File: src/rtl/spi_adc_slave_pkg.sv
// Shared types and default constants for the SPI ADC slave.
package spi_adc_pkg;

   localparam int unsigned DATA_W    = 8;
   localparam int unsigned LEAD_Z    = 3;
   localparam int unsigned FRAME_LEN = 16;

   typedef enum logic [1:0] {
      IDLE  = 2'd0,
      SHIFT = 2'd1,
      DONE  = 2'd2
   } state_t;

endpackage

File: src/rtl/spi_adc_slave_if.sv
// SPI pins between the external master and the ADC slave.
interface spi_adc_slave_if;

   logic sclk;
   logic cs_n;
   logic sdata;
   logic sdata_oe;

   modport master (
      output sclk,
      output cs_n,
      input  sdata,
      input  sdata_oe
   );

   modport slave (
      input  sclk,
      input  cs_n,
      output sdata,
      output sdata_oe
   );

endinterface

File: src/rtl/spi_adc_slave_sync_edge.sv
// Two-flop synchronizer plus a history flop.
// Produces single-clk rise and fall pulses.
module sync_edge #(
   parameter logic RESET_VAL = 1'b0
) (
   input  logic clk,
   input  logic rst,
   input  logic i_async,
   output logic o_rise,
   output logic o_fall
);

   logic r_meta;
   logic r_sync;
   logic r_hist;

   // Reset value matches the idle line level so reset release never looks like an edge
   always_ff @(posedge clk or posedge rst) begin
      if (rst) begin
         r_meta <= RESET_VAL;
         r_sync <= RESET_VAL;
         r_hist <= RESET_VAL;
      end else begin
         r_meta <= i_async;
         r_sync <= r_meta;
         r_hist <= r_sync;
      end
   end

   assign o_rise = r_sync & ~r_hist;
   assign o_fall = ~r_sync & r_hist;

endmodule

File: src/rtl/spi_adc_slave.sv
// SPI slave that serialises a parallel ADC sample, MSB first.
// Leading and trailing zeros pad the sample out to a fixed frame length.
module spi_adc_slave #(
   parameter int unsigned DATA_W    = spi_adc_pkg::DATA_W,
   parameter int unsigned LEAD_Z    = spi_adc_pkg::LEAD_Z,
   parameter int unsigned FRAME_LEN = spi_adc_pkg::FRAME_LEN
) (
   input  logic                 clk,
   input  logic                 rst,
   input  logic [DATA_W-1:0]    i_sample,
   spi_adc_slave_if.slave       io_spi,
   output logic                 o_busy,
   output logic                 o_frame_done,
   output logic                 o_abort
);

   import spi_adc_pkg::*;

   localparam int unsigned CNT_W   = $clog2(FRAME_LEN + 1);
   localparam int unsigned TRAIL_Z = FRAME_LEN - LEAD_Z - DATA_W;

   state_t               r_state;
   state_t               w_state_nxt;
   logic [FRAME_LEN-1:0] r_shift;
   logic [FRAME_LEN-1:0] w_shift_nxt;
   logic [CNT_W-1:0]     r_count;
   logic [CNT_W-1:0]     w_count_nxt;
   logic                 r_frame_done;
   logic                 w_frame_done_nxt;
   logic                 r_abort;
   logic                 w_abort_nxt;
   logic [FRAME_LEN-1:0] w_load;

   logic w_sclk_fall;
   logic w_unused_sclk_rise;
   logic w_cs_fall;
   logic w_cs_rise;

   sync_edge #(
      .RESET_VAL (1'b0)
   ) u_sync_sclk (
      .clk     (clk),
      .rst     (rst),
      .i_async (io_spi.sclk),
      .o_rise  (w_unused_sclk_rise),
      .o_fall  (w_sclk_fall)
   );

   sync_edge #(
      .RESET_VAL (1'b1)
   ) u_sync_cs (
      .clk     (clk),
      .rst     (rst),
      .i_async (io_spi.cs_n),
      .o_rise  (w_cs_rise),
      .o_fall  (w_cs_fall)
   );

   assign w_load = FRAME_LEN'(i_sample) << TRAIL_Z;

   always_comb begin
      w_state_nxt      = r_state;
      w_shift_nxt      = r_shift;
      w_count_nxt      = r_count;
      w_frame_done_nxt = 1'b0;
      w_abort_nxt      = 1'b0;
      unique case (r_state)
         IDLE: begin
            if (w_cs_fall) begin
               w_state_nxt = SHIFT;
               w_shift_nxt = w_load;
               w_count_nxt = '0;
            end
         end
         SHIFT: begin
            if (w_sclk_fall && r_count == CNT_W'(FRAME_LEN - 1)) begin
               // Final bit wins over a coincident cs_n rise, which then skips DONE
               w_frame_done_nxt = 1'b1;
               w_shift_nxt      = '0;
               w_count_nxt      = CNT_W'(FRAME_LEN);
               w_state_nxt      = w_cs_rise ? IDLE : DONE;
            end else if (w_cs_rise) begin
               w_abort_nxt = 1'b1;
               w_shift_nxt = '0;
               w_count_nxt = '0;
               w_state_nxt = IDLE;
            end else if (w_sclk_fall && r_count != CNT_W'(FRAME_LEN)) begin
               w_shift_nxt = {r_shift[FRAME_LEN-2:0], 1'b0};
               w_count_nxt = r_count + CNT_W'(1);
            end
         end
         DONE: begin
            if (w_cs_rise) begin
               w_state_nxt = IDLE;
            end
         end
         default: begin
            w_state_nxt = IDLE;
         end
      endcase
   end

   always_ff @(posedge clk or posedge rst) begin
      if (rst) begin
         r_state      <= IDLE;
         r_shift      <= '0;
         r_count      <= '0;
         r_frame_done <= 1'b0;
         r_abort      <= 1'b0;
      end else begin
         r_state      <= w_state_nxt;
         r_shift      <= w_shift_nxt;
         r_count      <= w_count_nxt;
         r_frame_done <= w_frame_done_nxt;
         r_abort      <= w_abort_nxt;
      end
   end

   assign io_spi.sdata    = r_shift[FRAME_LEN-1];
   assign io_spi.sdata_oe = (r_state != IDLE);
   assign o_busy          = (r_state == SHIFT);
   assign o_frame_done    = r_frame_done;
   assign o_abort         = r_abort;

endmodule

File: src/flat_wrapper.sv
// flat-port wrapper written by rule: the top's interface ports become plain ports
module spi_adc_slave_flat import spi_adc_pkg::*;
#(
   parameter int unsigned DATA_W    = spi_adc_pkg::DATA_W,
   parameter int unsigned LEAD_Z    = spi_adc_pkg::LEAD_Z,
   parameter int unsigned FRAME_LEN = spi_adc_pkg::FRAME_LEN
)
  (clk, rst, i_sample, o_busy, o_frame_done, o_abort, io_spi_sclk, io_spi_cs_n, io_spi_sdata, io_spi_sdata_oe);
  spi_adc_slave_if io_spi_i ();
  input  logic clk;
  input  logic rst;
  input  logic [DATA_W-1:0] i_sample;
  output logic o_busy;
  output logic o_frame_done;
  output logic o_abort;
  input wire logic [$bits(io_spi_i.sclk)-1:0] io_spi_sclk;
  input wire logic [$bits(io_spi_i.cs_n)-1:0] io_spi_cs_n;
  output wire logic [$bits(io_spi_i.sdata)-1:0] io_spi_sdata;
  output wire logic [$bits(io_spi_i.sdata_oe)-1:0] io_spi_sdata_oe;
  assign io_spi_i.sclk = io_spi_sclk;
  assign io_spi_i.cs_n = io_spi_cs_n;
  assign io_spi_sdata = io_spi_i.sdata;
  assign io_spi_sdata_oe = io_spi_i.sdata_oe;
  spi_adc_slave #(.DATA_W(DATA_W), .LEAD_Z(LEAD_Z), .FRAME_LEN(FRAME_LEN)) u_core (.clk(clk), .rst(rst), .i_sample(i_sample), .io_spi(io_spi_i), .o_busy(o_busy), .o_frame_done(o_frame_done), .o_abort(o_abort));
endmodule
File: config.mk
export PLATFORM = sky130hd
export DESIGN_NAME = spi_adc_slave_flat
export DESIGN_NICKNAME = d
export VERILOG_FILES = /design/src/rtl/spi_adc_slave_pkg.sv /design/src/rtl/spi_adc_slave_if.sv /design/src/rtl/spi_adc_slave_sync_edge.sv /design/src/rtl/spi_adc_slave.sv /design/src/flat_wrapper.sv
export SDC_FILE = /design/constraint.sdc
export NUM_CORES = 1
export LEC_CHECK = 0
export BUFFER_PORTS_ARGS = -buffer_cell sky130_fd_sc_hd__buf_2
export CAP_MARGIN = 30
export CORE_ASPECT_RATIO = 1.2
export CORE_MARGIN = 2
export CORE_UTILIZATION = 40
export DETAILED_ROUTE_END_ITERATION = 8
export PLACE_DENSITY = 0.61
export SYNTH_ARGS = -nofsm -noshare
export SYNTH_HDL_FRONTEND = slang
export SYNTH_SLANG_ARGS = --single-unit
File: constraint.sdc
create_clock -name clk -period 4.6 [get_ports clk]
set_clock_uncertainty 0.2 [all_clocks]
set_input_delay 0.92 -clock clk [delete_from_list [all_inputs] [get_ports clk]]
set_output_delay 0.92 -clock clk [all_outputs]
set_load 0.03 [all_outputs]
==> summary.md, run 1 <==
* outcome: complete, no violations
* number of distinct library cell variants in the gate-level netlist after synthesis: 28
* starting density of the core: 42.37%
* sw frac: 29.30%
* Worst Max-Slew Pin Slew: 924.4 ps
* Max-slew headroom: 38.04%
* Core Rows: 21
* post-route design area: 1315 sq um
* worst setup slack for register-to-register paths: 2010 ps
* average via count per standard cell: 5.053
* power density over the cells: 405.5 nW/um^2
* number of ports placed on the die boundary: 17
* achievable frequency: 0.3864 GHz
* count of state elements after synthesis: 26
* crit path launch type: flop
* setup violators final: 0
* average routed wire per standard cell: 12.62 um
* n_diodes: 0
* Final min period: 2588 ps
* overall power consumption: 0.5333 mW
* signal arrival time at the worst endpoint: 2650 ps
* Hold Path Origin: u_core.u_sync_sclk.r_meta
* leakage power figure: 0.6397 nW
* half-perimeter wire length after detailed placement: 1403 um
* Placeable Area: 2811 sq um
* accumulated negative setup slack: 0 ps
* syn avg cell area: 11.91 sq um
* count of instances resized after the clock tree is built: 0
* DRT antenna net count: 0
* CTS Buf Count: 3
* Chip Height: 63.78 um
* Clock Power Share: 17.9%
* footprint of the multi-input gates: 455.4 sq um
* type of the most critical hold path: reg -> reg
* combinational power share: 25.5%
* number of nets in the synthesized netlist: 115
* pin count of the biggest net entering global routing: 17
* number of remaining DRC errors: 0
* number of nets at the end of the flow: 133
* setup repair after global routing missed its margin: no
* final hold viol count: 0
* CP Max Fanout: 16
* number of antenna violations at the first check in global routing: 0
* Area growth syn-to-layout: 10.40%
* overall die area: 3432 sq um
* Seq. cell area: 654.4 sq um
* clock transition at the register clock pins on the worst setup and hold paths after CTS: 130 ps
* number of fill cells: 258
* kind of critical path: reg -> reg
* Async S/R FF share, synth: 100.0%
* root buffer cell: sky130_fd_sc_hd__clkbuf_4
* sequential fraction of design power: 56.6%
* WHS Path Cells: 0
* Crit Reg-Reg Endpoint: u_core.r_shift[9]
* initial DRC count: 11
* max-slew violations: 0
* P_sw: 0.1562 mW
* total wire length after detailed routing: 1905 um
* worst slack on hold paths: 162.4 ps
* TritonCTS clock tree: yes
* TritonRoute pass-1 iters: 4
* Worst R2R Path Depth: 7
* Period Utilization, post-route: 56.26%
* Internal Power: 0.3771 mW
* maximum ir drop on the vdd rail: 0.1783 mV
* vias in the first global route: 792
* portion of the post-synthesis area used by sequential elements: 54.94%
* count of H-tree levels built during CTS: 1
* total routing usage reported by global routing: 13.65%
* vias after detailed routing: 763
* worst r2r src: u_core.r_count[0]
* post-synth design cell area: 1191 sq um
* count of warnings emitted by yosys: 0
* first-pass GRT wire length: 3443 um
* post-CTS setup buffer count: 0
* clk sinks: 26
* IO buf count: 16
* Worst-Skew Late Latency: 310 ps
* Cells after Synth: 100
* clock buffer depth: 2
* hold-critical path endpoint: u_core.u_sync_sclk.r_sync
* number of hold-repair buffers added at the cts stage: 0
* max-cap violations: 0
* number of synthesized flops with an enable pin: 0
* Congestion Overflow GR: 0
* Routability Congestion: 0.7174
* share of final-layout standard cells stronger than drive strength 1: 30.77%
* endpoint class of the critical path: flop
* CP required: 4660 ps
* Die X: 53.82 um
* placement-stage cell area: 1289 sq um
* dominant register cell in the synthesized netlist: sky130_fd_sc_hd__dfrtp_1
-- flip-flops by register name, indices dropped and copies added (netlist names) --
| signal | cells |
|---|---|
| u_core.u_sync_sclk.r_meta | 1 |
| u_core.u_sync_cs.r_hist | 1 |
| u_core.o_frame_done | 1 |
| u_core.u_sync_cs.r_meta | 1 |
| u_core.o_abort | 1 |
| u_core.r_state | 2 |
| u_core.u_sync_cs.r_sync | 1 |
| u_core.u_sync_sclk.r_hist | 1 |
| u_core.r_count | 5 |
| u_core.u_sync_sclk.r_sync | 1 |
| u_core.r_shift | 11 |
-- stage by stage --
step                      worst slack [ps]  util [%]  cells
final                                 2012     46.77    151
after global routing                  1770     46.77    151
after CTS                             1982     46.77    151
after detailed placement              2026     45.84    147
after global placement                2066     45.30    146
after floorplan                       2342         -    100
-- power by group through the flow --
| stage | clock (mW) | combinational (mW) | sequential, mW |
|---|---|---|---|
| after floorplan | 0 | 0.122 | 0.301 |
| after global placement | 0 | 0.133 | 0.304 |
| after detailed placement | 0 | 0.139 | 0.307 |
| after CTS | 0.102 | 0.140 | 0.302 |
| after global routing | 0.115 | 0.154 | 0.308 |
| final | 0.0953 | 0.136 | 0.302 |
-- final cells by class --
cell class                 count  share of cell area (%)
sequential                    26                   49.76
multi-input combinational     59                   34.63
timing repair buffer          17                   7.231
tap                           34                   3.235
inverter                      11                   3.140
clock buffer                   4                   1.998
-- layer usage --
| metal | vias to the layer above | share of wire, % | GRT usage [%] |
|---|---|---|---|
| met5 | - | 0 | 0 |
| met4 | 0 | 1.0 | 7.372 |
| met3 | 2 | 3.5 | 2.570 |
| met2 | 11 | 49 | 20.58 |
| met1 | 371 | 46 | 18.07 |
| li1 | 379 | - | - |
-- worst max-delay path by stage --
| stage | start | depth (start not counted) | to |
|---|---|---|---|
| after floorplan | u_core.r_count[0] | 9 | u_core.r_shift[6] |
| after global routing | u_core.r_count[0] | 7 | u_core.r_count[3] |
| after CTS | u_core.r_count[0] | 7 | u_core.r_shift[9] |
| after detailed placement | u_core.r_count[0] | 7 | u_core.r_shift[9] |
| final | u_core.r_count[0] | 7 | u_core.r_shift[9] |
| after global placement | u_core.r_count[0] | 7 | u_core.r_count[3] |
-- cells in the mapped netlist (all sizes together) (2+ instances only) --
cell / number / area share, %
and3: 2 / 1.3
nor2b: 2 / 1.1
inv: 11 / 3.5
a22o: 7 / 5.1
nand3: 2 / 0.84
o21ai: 2 / 0.84
mux2i: 6 / 5.0
nand2: 6 / 1.9
nor2: 5 / 1.6
dfstp: 3 / 6.6
nor3: 2 / 1.3
dfrtp: 23 / 48
a31oi: 4 / 2.1
mux2: 7 / 6.9
nand2b: 5 / 2.6
buf: 3 / 3.0
ha: 3 / 3.2
-- kinds of logic after synthesis --
| family | share of synthesized area, % |
|---|---|
| adder cells (fa/ha/maj) | 3.152 |
| AND/OR/NAND/NOR | 12.39 |
| flip-flops | 54.94 |
| multiplexers | 11.97 |
| buffers and inverters | 6.827 |
| AO/OA/AOI/OAI | 10.71 |
-- critical path: stages (launching register included) --
cell	delay, ps
sky130_fd_sc_hd__dfrtp_1	420
sky130_fd_sc_hd__ha_1	220
sky130_fd_sc_hd__and3_2	210
sky130_fd_sc_hd__ha_1	180
sky130_fd_sc_hd__and3b_1	190
sky130_fd_sc_hd__nor3_2	750
sky130_fd_sc_hd__a22o_1	240
sky130_fd_sc_hd__mux2_2	140
-- cells in the final DEF, fill, tap and decap left out, types with 2 or more instances in the layout --
cell type	count
sky130_fd_sc_hd__dfrtp_1	23
sky130_fd_sc_hd__buf_2	16
sky130_fd_sc_hd__inv_1	11
sky130_fd_sc_hd__a22o_1	7
sky130_fd_sc_hd__nand2_1	6
sky130_fd_sc_hd__mux2i_1	6
sky130_fd_sc_hd__mux2_2	6
sky130_fd_sc_hd__nand2b_1	5
sky130_fd_sc_hd__nor2_1	5
sky130_fd_sc_hd__a31oi_1	4
sky130_fd_sc_hd__ha_1	3
sky130_fd_sc_hd__clkbuf_4	3
sky130_fd_sc_hd__dfstp_2	3
sky130_fd_sc_hd__nor2b_1	2
sky130_fd_sc_hd__nand3_1	2
sky130_fd_sc_hd__and3_2	2
sky130_fd_sc_hd__o21ai_0	2
(Power assumes the default switching activity.)
==> inputs of run 2 (changes only) <==
- clock period: 4.6 -> 2.5 ns (I/O delays scaled with it)
==> run 2 against run 1 <==
Wire length shrank 2.2%. Worst setup slack lost 1700 ps. Cell area grew 0.67%. Core utilization grew 0.31 points. Via count shrank 0.13%. Global-route usage shrank 0.68 points. Clock power grew 84%. Largest power group unchanged.
==> summary.md, run 2 (synthesis results as in run 1) <==
* outcome: complete, no violations
* root buffer cell: sky130_fd_sc_hd__clkbuf_4
* number of remaining DRC errors: 0
* clock transition at the register clock pins on the worst setup and hold paths after CTS: 140 ps
* sw frac: 29.22%
* cell total after placement: 148
* CP Max Fanout: 16
* Max-slew headroom: 60.85%
* number of ports placed on the die boundary: 17
* Internal Power: 0.6987 mW
* number of fill cells: 265
* maximum ir drop on the vdd rail: 0.3453 mV
* max reg flops: 11
* clock buffer depth: 2
* share of final-layout standard cells stronger than drive strength 1: 31.36%
* cells traversed along the worst timing path: ha_1 -> and3_2 -> ha_1 -> nand3b_1 -> nand3_1 -> o221a_4 -> mux2_4
* overall die area: 3432 sq um
* Top reg by flops: u_core.r_shift
* vias after detailed routing: 762
* initial DRC count: 9
* power density over the cells: 745.7 nW/um^2
* setup repair after global routing missed its margin: no
* most common cell after layout, fill and taps aside: sky130_fd_sc_hd__dfrtp_1
* first-pass GRT wire length: 3284 um
* total routing usage reported by global routing: 12.96%
* number of antenna violations at the first check in global routing: 0
* average routed wire per standard cell: 12.26 um
* total wire length after detailed routing: 1864 um
* final hold viol count: 0
* kind of critical path: reg -> reg
* CTS Buf Count: 3
* starting density of the core: 42.37%
* average via count per standard cell: 5.013
* signal arrival time at the worst endpoint: 2250 ps
* Crit path top cell by count: sky130_fd_sc_hd__ha_1
* Cell Count, Final, Fillers Out: 152
* P_sw: 0.2885 mW
* Final min period: 2235 ps
* slowest stage cell on the critical path: sky130_fd_sc_hd__dfrtp_1
* post-route design area: 1324 sq um
* combinational power share: 25.8%
* endpoint class of the critical path: flop
* crit path launch type: flop
* pin count of the biggest net entering global routing: 17
* sequential fraction of design power: 56.5%
* Congestion Overflow GR: 0
* DRT antenna net count: 0
* IO buf count: 16
* vias in the first global route: 722
* max-slew violations: 0
* Core Rows: 21
* leakage power figure: 0.6478 nW
* worst stage delay on the critical path: 420 ps
* Routability Congestion: 0.7226
* n_diodes: 0
* achievable frequency: 0.4474 GHz
* Worst Max-Slew Pin Slew: 586.6 ps
* TritonCTS clock tree: yes
* Area growth syn-to-layout: 11.13%
* number of nets at the end of the flow: 134
* Chip Height: 63.78 um
* highest-count cells in the layout ignoring fill and taps: 23 x sky130_fd_sc_hd__dfrtp_1, 16 x sky130_fd_sc_hd__buf_2, 11 x sky130_fd_sc_hd__inv_1
* Die X: 53.82 um
* half-perimeter wire length after detailed placement: 1435 um
* placement-stage cell area: 1289 sq um
* CP required: 2510 ps
* TritonRoute pass-1 iters: 6
* largest registers ranked by flip-flop count: u_core.r_shift (11), u_core.r_count (5), u_core.r_state (2)
* Period Utilization, post-route: 89.41%
* Clock Power Share: 17.7%
* max-cap violations: 0
* Placeable Area: 2811 sq um
* setup violators final: 0
* type of the most critical hold path: in -> async
* clk sinks: 26
* count of H-tree levels built during CTS: 1
* Worst-Skew Late Latency: 310 ps
* accumulated negative setup slack: 0 ps
[run 2: worst paths after layout]
kind	start	endpoint	slack, ps	depth (start not counted)
worst max-delay path	u_core.r_count[0]	u_core.r_shift[6]	260	7
worst min-delay path	rst	u_core.r_shift[14]	20	2
worst max register to register	u_core.r_count[0]	u_core.r_shift[6]	260	7
worst min register to register	u_core.u_sync_sclk.r_meta	u_core.u_sync_sclk.r_sync	160	0
max in group asynchronous	rst	u_core.r_state[1]	1490	3
min in group clk	io_spi_cs_n	u_core.u_sync_cs.r_meta	80	1
[run 2: critical path, delay by kind of cell, from the launching register on]
kind,cells,cell delay (ps)
AOI/OAI and AO/OA,1,350
muxes,1,320
adders and majority gates,2,400
and+or+nand+nor,3,450
DFF,1,420
[run 2: final cells by class]
class | instances | area (sq um) | area share, %
clock buffers | 4 | 26.28 | 1.985
inverters | 11 | 41.29 | 3.119
multi-input cells | 59 | 464.2 | 35.07
flip-flops and latches | 26 | 654.4 | 49.43
well taps | 34 | 42.54 | 3.214
repair buffers | 18 | 95.09 | 7.183
[run 2: metal layers]
layer	share of wire (%)	vias to the layer above	global-route usage, %
met2	51	13	21.04
li1	-	377	-
met1	45	370	16.92
met5	0	-	0
met4	0.80	0	4.808
met3	2.9	2	2.103
[run 2: power by group through the flow]
stage | sequential [mW] | combinational, mW | clock [mW]
2_1_floorplan | 0.554 | 0.225 | 0
3_3_place_gp | 0.558 | 0.248 | 0
3_5_place_dp | 0.566 | 0.257 | 0
4_1_cts | 0.558 | 0.257 | 0.187
5_1_grt | 0.568 | 0.293 | 0.199
6_report | 0.558 | 0.254 | 0.175
[run 2: repair_timing]
| item | 4_1_cts | 5_1_grt |
|---|---|---|
| resized for setup | 0 | 1 |
| endpoints found under the setup margin | 0 | 5 |
| hold buffers | 0 | 0 |
| buffers inserted | 0 | 0 |
[run 2: stage by stage]
step | util (%) | power, mW | worst slack [ps] | hold slack, ps
3_3_place_gp | 45.84 | 0.8069 | 244.2 | 131.8
3_5_place_dp | 45.84 | 0.8233 | 158.8 | 134.7
4_1_cts | 46.77 | 1.001 | 161.4 | 34.74
2_1_floorplan | - | 0.7793 | 241.9 | 131.2
6_report | 47.09 | 0.9871 | 264.7 | 21.55
5_1_grt | 47.09 | 1.059 | 109.6 | 50.64
